File: config.mk
export PLATFORM = sky130hd
export DESIGN_NAME = asg_bank_sched_flat
export DESIGN_NICKNAME = d
export VERILOG_FILES = /design/src/rtl/asg_seq_pkg.sv /design/src/rtl/asg_bank_sched_if.sv /design/src/rtl/asg_bank_sched_regs.sv /design/src/rtl/asg_bank_sched.sv /design/src/flat_wrapper.sv
export SDC_FILE = /design/constraint.sdc
export NUM_CORES = 2
export LEC_CHECK = 0
export ABC_AREA = 1
export CAP_MARGIN = 20
export CORE_MARGIN = 2
export CORE_UTILIZATION = 55
export CTS_CLUSTER_SIZE = 24
export DETAILED_ROUTE_END_ITERATION = 6
export PLACE_DENSITY = 0.72
export REMOVE_ABC_BUFFERS = 1
export SLEW_MARGIN = 20
export SYNTH_ARGS = -nofsm -noshare
export SYNTH_HDL_FRONTEND = slang
export SYNTH_SLANG_ARGS = --single-unit
File: constraint.sdc
create_clock -name dac_clk_i -period 30.4 [get_ports dac_clk_i]
set_clock_uncertainty 0.15 [all_clocks]
set_input_delay 6.08 -clock dac_clk_i [delete_from_list [all_inputs] [get_ports dac_clk_i]]
set_output_delay 6.08 -clock dac_clk_i [all_outputs]
set_load 0.02 [all_outputs]
File: src/rtl/asg_seq_pkg.sv
// asg_seq_pkg: shared state encoding, register-map constants and field widths for the ASG bank scheduler.
package asg_seq_pkg;

    typedef enum logic [2:0] {S_IDLE, S_LOAD, S_TRIG, S_PLAY, S_DONE} state_t;

    localparam logic [7:0] BANK_BASE = 8'h00;
    localparam logic [7:0] LIST_BASE = 8'h40;
    localparam logic [7:0] CTRL_ADDR = 8'h60;

    localparam logic [2:0] F_START = 3'd0;
    localparam logic [2:0] F_END   = 3'd1;
    localparam logic [2:0] F_STEP  = 3'd2;
    localparam logic [2:0] F_SCALE = 3'd3;

    localparam int AMP_W   = 14;
    localparam int DC_W    = 14;
    localparam int REP_W   = 16;
    localparam int LBANK_W = 2;

endpackage

File: src/rtl/asg_bank_sched_if.sv
// asg_bank_sched_if: register bus between the system-bus decoder (master) and the scheduler (slave).
// Signals: cfg_we_i write strobe, cfg_addr_i word address, cfg_wdata_i write data, cfg_rdata_o 1-cycle readback.
interface asg_bank_sched_if;

    logic        cfg_we_i;
    logic [7:0]  cfg_addr_i;
    logic [31:0] cfg_wdata_i;
    logic [31:0] cfg_rdata_o;

    modport master (output cfg_we_i, cfg_addr_i, cfg_wdata_i, input cfg_rdata_o);
    modport slave  (input cfg_we_i, cfg_addr_i, cfg_wdata_i, output cfg_rdata_o);

endinterface

File: src/rtl/asg_bank_sched_regs.sv
// asg_seq_regs: bank parameter array, play list, CTRL register and registered readback mux.
// Ports: clk/rst, cfg bus (slave), idx list lookup index; lu_* are the combinational
// parameters of bank list[idx].bank plus that entry's repeat count; last/loop from CTRL.
module asg_seq_regs
    import asg_seq_pkg::*;
#(
    parameter int RSZ    = 14,
    parameter int N_BANK = 4,
    parameter int LSZ    = 3
) (
    input  logic                 clk,
    input  logic                 rst,
    asg_bank_sched_if.slave      cfg,
    input  logic [LSZ-1:0]       idx,
    output logic [RSZ+15:0]      lu_start,
    output logic [RSZ+15:0]      lu_end,
    output logic [RSZ+15:0]      lu_step,
    output logic [AMP_W-1:0]     lu_amp,
    output logic [DC_W-1:0]      lu_dc,
    output logic [REP_W-1:0]     lu_rep,
    output logic [LSZ-1:0]       last,
    output logic                 loop
);

    localparam int BI = N_BANK > 1 ? $clog2(N_BANK) : 1;
    localparam int NL = 2 ** LSZ;

    logic [RSZ+15:0]    b_start [N_BANK];
    logic [RSZ+15:0]    b_end   [N_BANK];
    logic [RSZ+15:0]    b_step  [N_BANK];
    logic [AMP_W-1:0]   b_amp   [N_BANK];
    logic [DC_W-1:0]    b_dc    [N_BANK];
    logic [REP_W-1:0]   l_rep   [NL];
    logic [LBANK_W-1:0] l_bank  [NL];

    logic [BI-1:0]  wb, lb;
    logic [LSZ-1:0] li;
    logic [2:0]     fld;
    logic           bank_hit, list_hit, ctrl_hit;
    logic [31:0]    rd;

    // Bank index keeps only the low bits, so bank numbers wrap mod N_BANK.
    assign wb       = cfg.cfg_addr_i[4 +: BI];
    assign li       = cfg.cfg_addr_i[LSZ-1:0];
    assign fld      = cfg.cfg_addr_i[2:0];
    assign bank_hit = cfg.cfg_addr_i[7:6] == BANK_BASE[7:6] && !cfg.cfg_addr_i[3];
    assign list_hit = cfg.cfg_addr_i[7:LSZ] == LIST_BASE[7:LSZ];
    assign ctrl_hit = cfg.cfg_addr_i == CTRL_ADDR;

    assign lb       = l_bank[idx][BI-1:0];
    assign lu_start = b_start[lb];
    assign lu_end   = b_end[lb];
    assign lu_step  = b_step[lb];
    assign lu_amp   = b_amp[lb];
    assign lu_dc    = b_dc[lb];
    assign lu_rep   = l_rep[idx];

    always_comb begin
        rd = '0;
        if (bank_hit)
            rd = fld == F_START ? 32'(b_start[wb]) :
                 fld == F_END   ? 32'(b_end[wb])   :
                 fld == F_STEP  ? 32'(b_step[wb])  :
                 fld == F_SCALE ? {2'b0, b_dc[wb], 2'b0, b_amp[wb]} : '0;
        else if (list_hit)
            rd = {l_rep[li], 14'b0, l_bank[li]};
        else if (ctrl_hit)
            rd = {23'b0, loop, 8'(last)};
    end

    always_ff @(posedge clk or posedge rst) begin
        if (rst) begin
            for (int i = 0; i < N_BANK; i++) begin
                b_start[i] <= '0;
                b_end[i]   <= '0;
                b_step[i]  <= '0;
                b_amp[i]   <= '0;
                b_dc[i]    <= '0;
            end
            for (int i = 0; i < NL; i++) begin
                l_rep[i]  <= '0;
                l_bank[i] <= '0;
            end
            last            <= '0;
            loop            <= 1'b0;
            cfg.cfg_rdata_o <= '0;
        end else begin
            cfg.cfg_rdata_o <= rd;
            if (cfg.cfg_we_i && bank_hit)
                case (fld)
                    F_START: b_start[wb] <= cfg.cfg_wdata_i[RSZ+15:0];
                    F_END:   b_end[wb]   <= cfg.cfg_wdata_i[RSZ+15:0];
                    F_STEP:  b_step[wb]  <= cfg.cfg_wdata_i[RSZ+15:0];
                    F_SCALE: begin
                        b_amp[wb] <= cfg.cfg_wdata_i[AMP_W-1:0];
                        b_dc[wb]  <= cfg.cfg_wdata_i[16 +: DC_W];
                    end
                    default: ;
                endcase
            if (cfg.cfg_we_i && list_hit) begin
                l_rep[li]  <= cfg.cfg_wdata_i[31:16];
                l_bank[li] <= cfg.cfg_wdata_i[LBANK_W-1:0];
            end
            if (cfg.cfg_we_i && ctrl_hit) begin
                loop <= cfg.cfg_wdata_i[8];
                last <= cfg.cfg_wdata_i[LSZ-1:0];
            end
        end
    end

endmodule

File: src/rtl/asg_bank_sched.sv
// asg_bank_sched: play-list scheduler for one ASG channel; walks the list, shadows the active bank
// into act_* at each LOAD and resets/re-triggers the channel at every entry change.
// Ports: dac_clk_i/dac_rst_i, cfg register bus, ctl_start_i/ctl_stop_i pulses, ch_done_i end-of-pass,
// ch_rst_o/ch_trig_o channel control, act_* active parameters, seq_busy_o/seq_idx_o/seq_done_o status.
module asg_bank_sched
    import asg_seq_pkg::*;
#(
    parameter int RSZ    = 14,
    parameter int N_BANK = 4,
    parameter int LSZ    = 3
) (
    input  logic            dac_clk_i,
    input  logic            dac_rst_i,
    asg_bank_sched_if.slave cfg,
    input  logic            ctl_start_i,
    input  logic            ctl_stop_i,
    input  logic            ch_done_i,
    output logic            ch_rst_o,
    output logic            ch_trig_o,
    output logic [RSZ+15:0] act_start_o,
    output logic [RSZ+15:0] act_end_o,
    output logic [RSZ+15:0] act_step_o,
    output logic [13:0]     act_amp_o,
    output logic [13:0]     act_dc_o,
    output logic            seq_busy_o,
    output logic [LSZ-1:0]  seq_idx_o,
    output logic            seq_done_o
);

    state_t           state, state_nxt;
    logic [LSZ-1:0]   idx_nxt, last;
    logic [REP_W-1:0] rep_cnt, cnt_nxt, lu_rep, rep_eff;
    logic [RSZ+15:0]  lu_start, lu_end, lu_step;
    logic [AMP_W-1:0] lu_amp;
    logic [DC_W-1:0]  lu_dc;
    logic             loop, rep_end;

    asg_seq_regs #(.RSZ(RSZ), .N_BANK(N_BANK), .LSZ(LSZ)) u_regs (
        .clk      (dac_clk_i),
        .rst      (dac_rst_i),
        .cfg      (cfg),
        .idx      (seq_idx_o),
        .lu_start (lu_start),
        .lu_end   (lu_end),
        .lu_step  (lu_step),
        .lu_amp   (lu_amp),
        .lu_dc    (lu_dc),
        .lu_rep   (lu_rep),
        .last     (last),
        .loop     (loop)
    );

    // Comparing before incrementing keeps rep_cnt below rep, so 16 bits never overflow.
    assign rep_eff = lu_rep == '0 ? REP_W'(1) : lu_rep;
    assign rep_end = {1'b0, rep_cnt} + 17'd1 >= {1'b0, rep_eff};

    assign ch_rst_o   = state inside {S_IDLE, S_LOAD, S_DONE};
    assign ch_trig_o  = state == S_TRIG;
    assign seq_busy_o = state inside {S_LOAD, S_TRIG, S_PLAY};
    assign seq_done_o = state == S_DONE;

    always_comb begin
        state_nxt = state;
        idx_nxt   = seq_idx_o;
        cnt_nxt   = rep_cnt;
        case (state)
            S_IDLE: if (ctl_start_i) begin
                state_nxt = S_LOAD;
                idx_nxt   = '0;
            end
            S_LOAD: begin
                state_nxt = S_TRIG;
                cnt_nxt   = '0;
            end
            S_TRIG: state_nxt = S_PLAY;
            S_PLAY: if (ch_done_i) begin
                cnt_nxt = rep_cnt + 1'b1;
                if (rep_end) begin
                    state_nxt = (seq_idx_o < last || loop) ? S_LOAD : S_DONE;
                    idx_nxt   = seq_idx_o < last ? seq_idx_o + 1'b1 : loop ? '0 : seq_idx_o;
                end
            end
            S_DONE: state_nxt = S_IDLE;
            default: state_nxt = S_IDLE;
        endcase
        if (ctl_stop_i) begin
            state_nxt = S_IDLE;
            idx_nxt   = seq_idx_o;
        end
    end

    always_ff @(posedge dac_clk_i or posedge dac_rst_i) begin
        if (dac_rst_i) begin
            state       <= S_IDLE;
            seq_idx_o   <= '0;
            rep_cnt     <= '0;
            act_start_o <= '0;
            act_end_o   <= '0;
            act_step_o  <= '0;
            act_amp_o   <= '0;
            act_dc_o    <= '0;
        end else begin
            state     <= state_nxt;
            seq_idx_o <= idx_nxt;
            rep_cnt   <= cnt_nxt;
            if (state == S_LOAD) begin
                act_start_o <= lu_start;
                act_end_o   <= lu_end;
                act_step_o  <= lu_step;
                act_amp_o   <= lu_amp;
                act_dc_o    <= lu_dc;
            end
        end
    end

endmodule

File: src/flat_wrapper.sv
// flat-port wrapper written by rule: the top's interface ports become plain ports
module asg_bank_sched_flat import asg_seq_pkg::*;
#(
    parameter int RSZ    = 14,
    parameter int N_BANK = 4,
    parameter int LSZ    = 3
)
  (dac_clk_i, dac_rst_i, ctl_start_i, ctl_stop_i, ch_done_i, ch_rst_o, ch_trig_o, act_start_o, act_end_o, act_step_o, act_amp_o, act_dc_o, seq_busy_o, seq_idx_o, seq_done_o, cfg_cfg_we_i, cfg_cfg_addr_i, cfg_cfg_wdata_i, cfg_cfg_rdata_o);
  asg_bank_sched_if cfg_i ();
  input  logic dac_clk_i;
  input  logic dac_rst_i;
  input  logic ctl_start_i;
  input  logic ctl_stop_i;
  input  logic ch_done_i;
  output logic ch_rst_o;
  output logic ch_trig_o;
  output logic [RSZ+15:0] act_start_o;
  output logic [RSZ+15:0] act_end_o;
  output logic [RSZ+15:0] act_step_o;
  output logic [13:0] act_amp_o;
  output logic [13:0] act_dc_o;
  output logic seq_busy_o;
  output logic [LSZ-1:0] seq_idx_o;
  output logic seq_done_o;
  input wire logic [$bits(cfg_i.cfg_we_i)-1:0] cfg_cfg_we_i;
  input wire logic [$bits(cfg_i.cfg_addr_i)-1:0] cfg_cfg_addr_i;
  input wire logic [$bits(cfg_i.cfg_wdata_i)-1:0] cfg_cfg_wdata_i;
  output wire logic [$bits(cfg_i.cfg_rdata_o)-1:0] cfg_cfg_rdata_o;
  assign cfg_i.cfg_we_i = cfg_cfg_we_i;
  assign cfg_i.cfg_addr_i = cfg_cfg_addr_i;
  assign cfg_i.cfg_wdata_i = cfg_cfg_wdata_i;
  assign cfg_cfg_rdata_o = cfg_i.cfg_rdata_o;
  asg_bank_sched #(.RSZ(RSZ), .N_BANK(N_BANK), .LSZ(LSZ)) u_core (.dac_clk_i(dac_clk_i), .dac_rst_i(dac_rst_i), .cfg(cfg_i), .ctl_start_i(ctl_start_i), .ctl_stop_i(ctl_stop_i), .ch_done_i(ch_done_i), .ch_rst_o(ch_rst_o), .ch_trig_o(ch_trig_o), .act_start_o(act_start_o), .act_end_o(act_end_o), .act_step_o(act_step_o), .act_amp_o(act_amp_o), .act_dc_o(act_dc_o), .seq_busy_o(seq_busy_o), .seq_idx_o(seq_idx_o), .seq_done_o(seq_done_o));
endmodule
==> summary.txt <==
Status
  • Status: complete, no violations

Placed design
  • IO buf count: 202
  • Post-detail-place hpwl: 69200 um
  • Place WS: roughly 20 ns
  • Placer congestion estimate: around 0.9
  • Cells after DPL: 5930

Floorplan
  • Die width: around 270 um
  • Core area: a little over 70000 um^2
  • Die area: about 74000 um^2
  • Std-Cell Rows: 97
  • Die Ht: 271 um
  • Io pins: slightly above 200
  • Initial core utilization: 0.558

Layout
  • Layout cells sized above 1: 0.0497
  • Layout area overhead: 12.5%
  • Post-Layout Cell Count: 6073
  • Final net count: 5143
  • Utilization after layout: 0.628

Route
  • Vias: 35.6k
  • DRC errors left: 0
  • DRT iter0 DRCs: 4482
  • DR pass1 iterations: 6
  • Wire length per cell: 20.0 um
  • Vias per Instance: about 5.9
  • Antenna Nets Post-Route: 0
  • Total Wirelength: about 120000 um

Yosys
  • Top post-synthesis cells by area: dfrtp_1 50%, nand2_1 15%, o21ai_0 12%
  • Most instantiated library cell after synthesis: nand2_1
  • Sequential-to-total area share from yosys stat: 0.505
  • Largest family of logic cells by synthesized area: compound AO/OA/AOI/OAI gates
  • Synth area leader: dfrtp_1
  • Post-synthesis share of cell area spent on full adders, half adders and majority gates: 0.00637
  • Cell count after synthesis: 5103
  • Synthesized cell area: 39300 um^2
  • Ys flop type: dfrtp_1
  • Area fraction in compound gates after synthesis: 0.201
  • Ys async rst share: 1.00
  • Simple-gate share of the synthesized area: 0.200
  • Top-area cell type share of the netlist area: 0.505
  • Synthesized area per cell: ~7.7 um^2
  • Xor/xnor share of the synthesized area: 0.00201
  • Post-synthesis mux area share: 0
  • Synth top cells by count: 1579 x nand2_1, 974 x o21ai_0, 792 x dfrtp_1
  • Unique masters post-synth: 46
  • Yosys warns: 0
  • Post-synth EDFFs: 0
  • Synth Register Bits: 792

Timing
  • Achievable Freq: ~100 MHz
  • Setup TNS: 0 ns
  • Part of the cycle the worst path needs: 0.323
  • Setup ws final: 20.57 ns
  • Pins Over Slew Limit: 0
  • Hold_ws: approximately 0.32 ns
  • Setup Viol. Count Final: 0
  • Final-report hold violation count: 0
  • Final min period: 9.83 ns
  • Max-slew headroom: 0.258
  • Worst Tran Pin Value: 1.11 ns
  • RSZ-0062 raised after global routing: no

CTS
  • Post-CTS setup buffer count: 0
  • CTS root buf: clkbuf_16
  • CTS Sinks: 792
  • Post-CTS resize count: 0
  • Cts hold-fix bufs: 0
  • Worst-Skew Late Latency: 0.64 ns
  • CTS tree: yes
  • Clk pin slew, worst setup/hold paths: 0.06 ns
  • CTS max path bufs: 3
  • Cts bufs inserted: 85
  • H-tree depth: 3

Setup path
  • CP arrival: 10.30 ns
  • Crit path required time: 30.87 ns
  • Crit path max fanout: 172
  • Crit Path Class: input port to asynchronous set/reset pin
  • CP Launch Type: input port
  • Crit path capture type: asynchronous set/reset pin

GRT
  • Largest net degree at the start of global routing: about 170
  • Grt ovf: 0
  • First-pass GRT wire length: about 190000 um
  • GRT Util Overall: 0.327
  • Vias in the first global route: 33.5k
  • Initial antenna violation count: 3

Pwr
  • Pleak: 20.2 nW
  • Power density over the cells: 65.3 nW/um^2
  • Worst VDD drop: 0.0547 mV

Worst hold path
  • Hold WC Path Type: flip-flop to flip-flop

Flow run
  • MaxCap Viol Count: 0
==> critical path, stage by stage <==
cell,delay [ns]
clkdlybuf4s50_1,0.49
inv_8,0.46
buf_12,0.58
buf_12,0.74
buf_4,0.82
buf_4,0.88
==> power breakdown <==
group	total (mW)	internal [mW]	switching, mW
Combinational	0.630	0.231	0.399
Sequential	1.23	1.16	0.0693
Clock	1.03	0.593	0.433
Total	2.89	1.99	0.901
==> sequential cells by signal, indices dropped and copies added (netlist names) <==
| name | count |
|---|---|
| u_core.act_dc_o | 14 |
| u_core.act_start_o | 30 |
| u_core.act_step_o | 30 |
| u_core.u_regs.last | 3 |
| u_core.u_regs.b_dc | 56 |
| u_core.act_amp_o | 14 |
| u_core.u_regs.b_step | 120 |
| u_core.u_regs.b_amp | 56 |
| u_core.seq_idx_o | 3 |
| u_core.act_end_o | 30 |
| u_core.rep_cnt | 16 |
| u_core.u_regs.loop | 1 |
| u_core.u_regs.l_bank | 16 |
| u_core.u_regs.b_end | 120 |
| u_core.u_regs.cfg.cfg_rdata_o | 32 |
| u_core.u_regs.l_rep | 128 |
| u_core.u_regs.b_start | 120 |
| u_core.state | 3 |
==> layout make-up <==
type                            count  area, um^2
Antenna cell                        1        2.50
Clock buffer                      120        2490
Sequential cell                   792       19800
Multi-Input combinational cell   3450       16200
Tap cell                          940        1180
Clock inverter                     22         214
Timing Repair Buffer              259        2490
Inverter                          489        1850
Fill cell                        6174       26200
==> kinds of logic (layout without fill, tap and decap cells) <==
kind of cell	Yosys count	after routing
other	0	1
flip-flops	792	792
adder cells (fa/ha/maj)	20	20
AO/OA/AOI/OAI	1440	1440
AND/OR/NAND/NOR	1981	1981
XOR/XNOR	9	9
buffers and inverters	861	890
==> routing by layer <==
metal  vias up  global-route usage  wire length [um]
met5         -                   0                39
met4         4               0.126              4150
met3       266              0.0629             11700
met2      1699               0.507             54300
met1     17100               0.457             51200
li1      16600                   -                 -
==> path summary, 6_finish.rpt <==
kind,from,to,slack [ns],depth (start not counted)
max,dac_rst_i,u_core.u_regs.l_rep[124],20.57,6
min,u_core.act_start_o[1],u_core.act_start_o[1],0.32,2
max reg2reg,u_core.seq_idx_o[0],u_core.act_dc_o[3],25.00,11
min reg2reg,u_core.act_start_o[1],u_core.act_start_o[1],0.32,2
max in group dac_clk_i,cfg_cfg_addr_i[1],u_core.u_regs.l_rep[105],20.59,9
min in group asynchronous,dac_rst_i,u_core.act_step_o[18],5.76,2
==> placed cells by master (no fill, tap or decap), drive strengths merged <==
cell and count:
o221ai 8, clkinv 19, dfrtp 792, o2111ai 5, nor4 1, o31ai 3
inv 488, o2bb2ai 13, a22oi 18, clkinvlp 1, nand2 1581, nand4 40
a221oi 15, a211oi 3, a31oi 6, o211ai 50, nor3 8, o22ai 146
nand3 125, o21ai 1061, a21oi 105, a22o 5, clkdlybuf4s50 202, ha 20
and2 1, or2 39, xnor2 1, nor2 185, buf 57, clkbuf 120
diode 1, xor2 8, o21a 1, nand3b 1, a41oi 1, bufinv 3
==> stage by stage <==
| step | power [mW] | cell area, um^2 |
|---|---|---|
| 6_report | 2.89 | 44200 |
| 5_1_grt | 3.02 | 44200 |
| 4_1_cts | 2.90 | 44200 |
| 3_5_place_dp | 1.88 | 41500 |
| 3_3_place_gp | 1.87 | 41500 |
| 2_1_floorplan | 1.61 | 37700 |
Note: power is estimated with default switching activity, not from simulation.
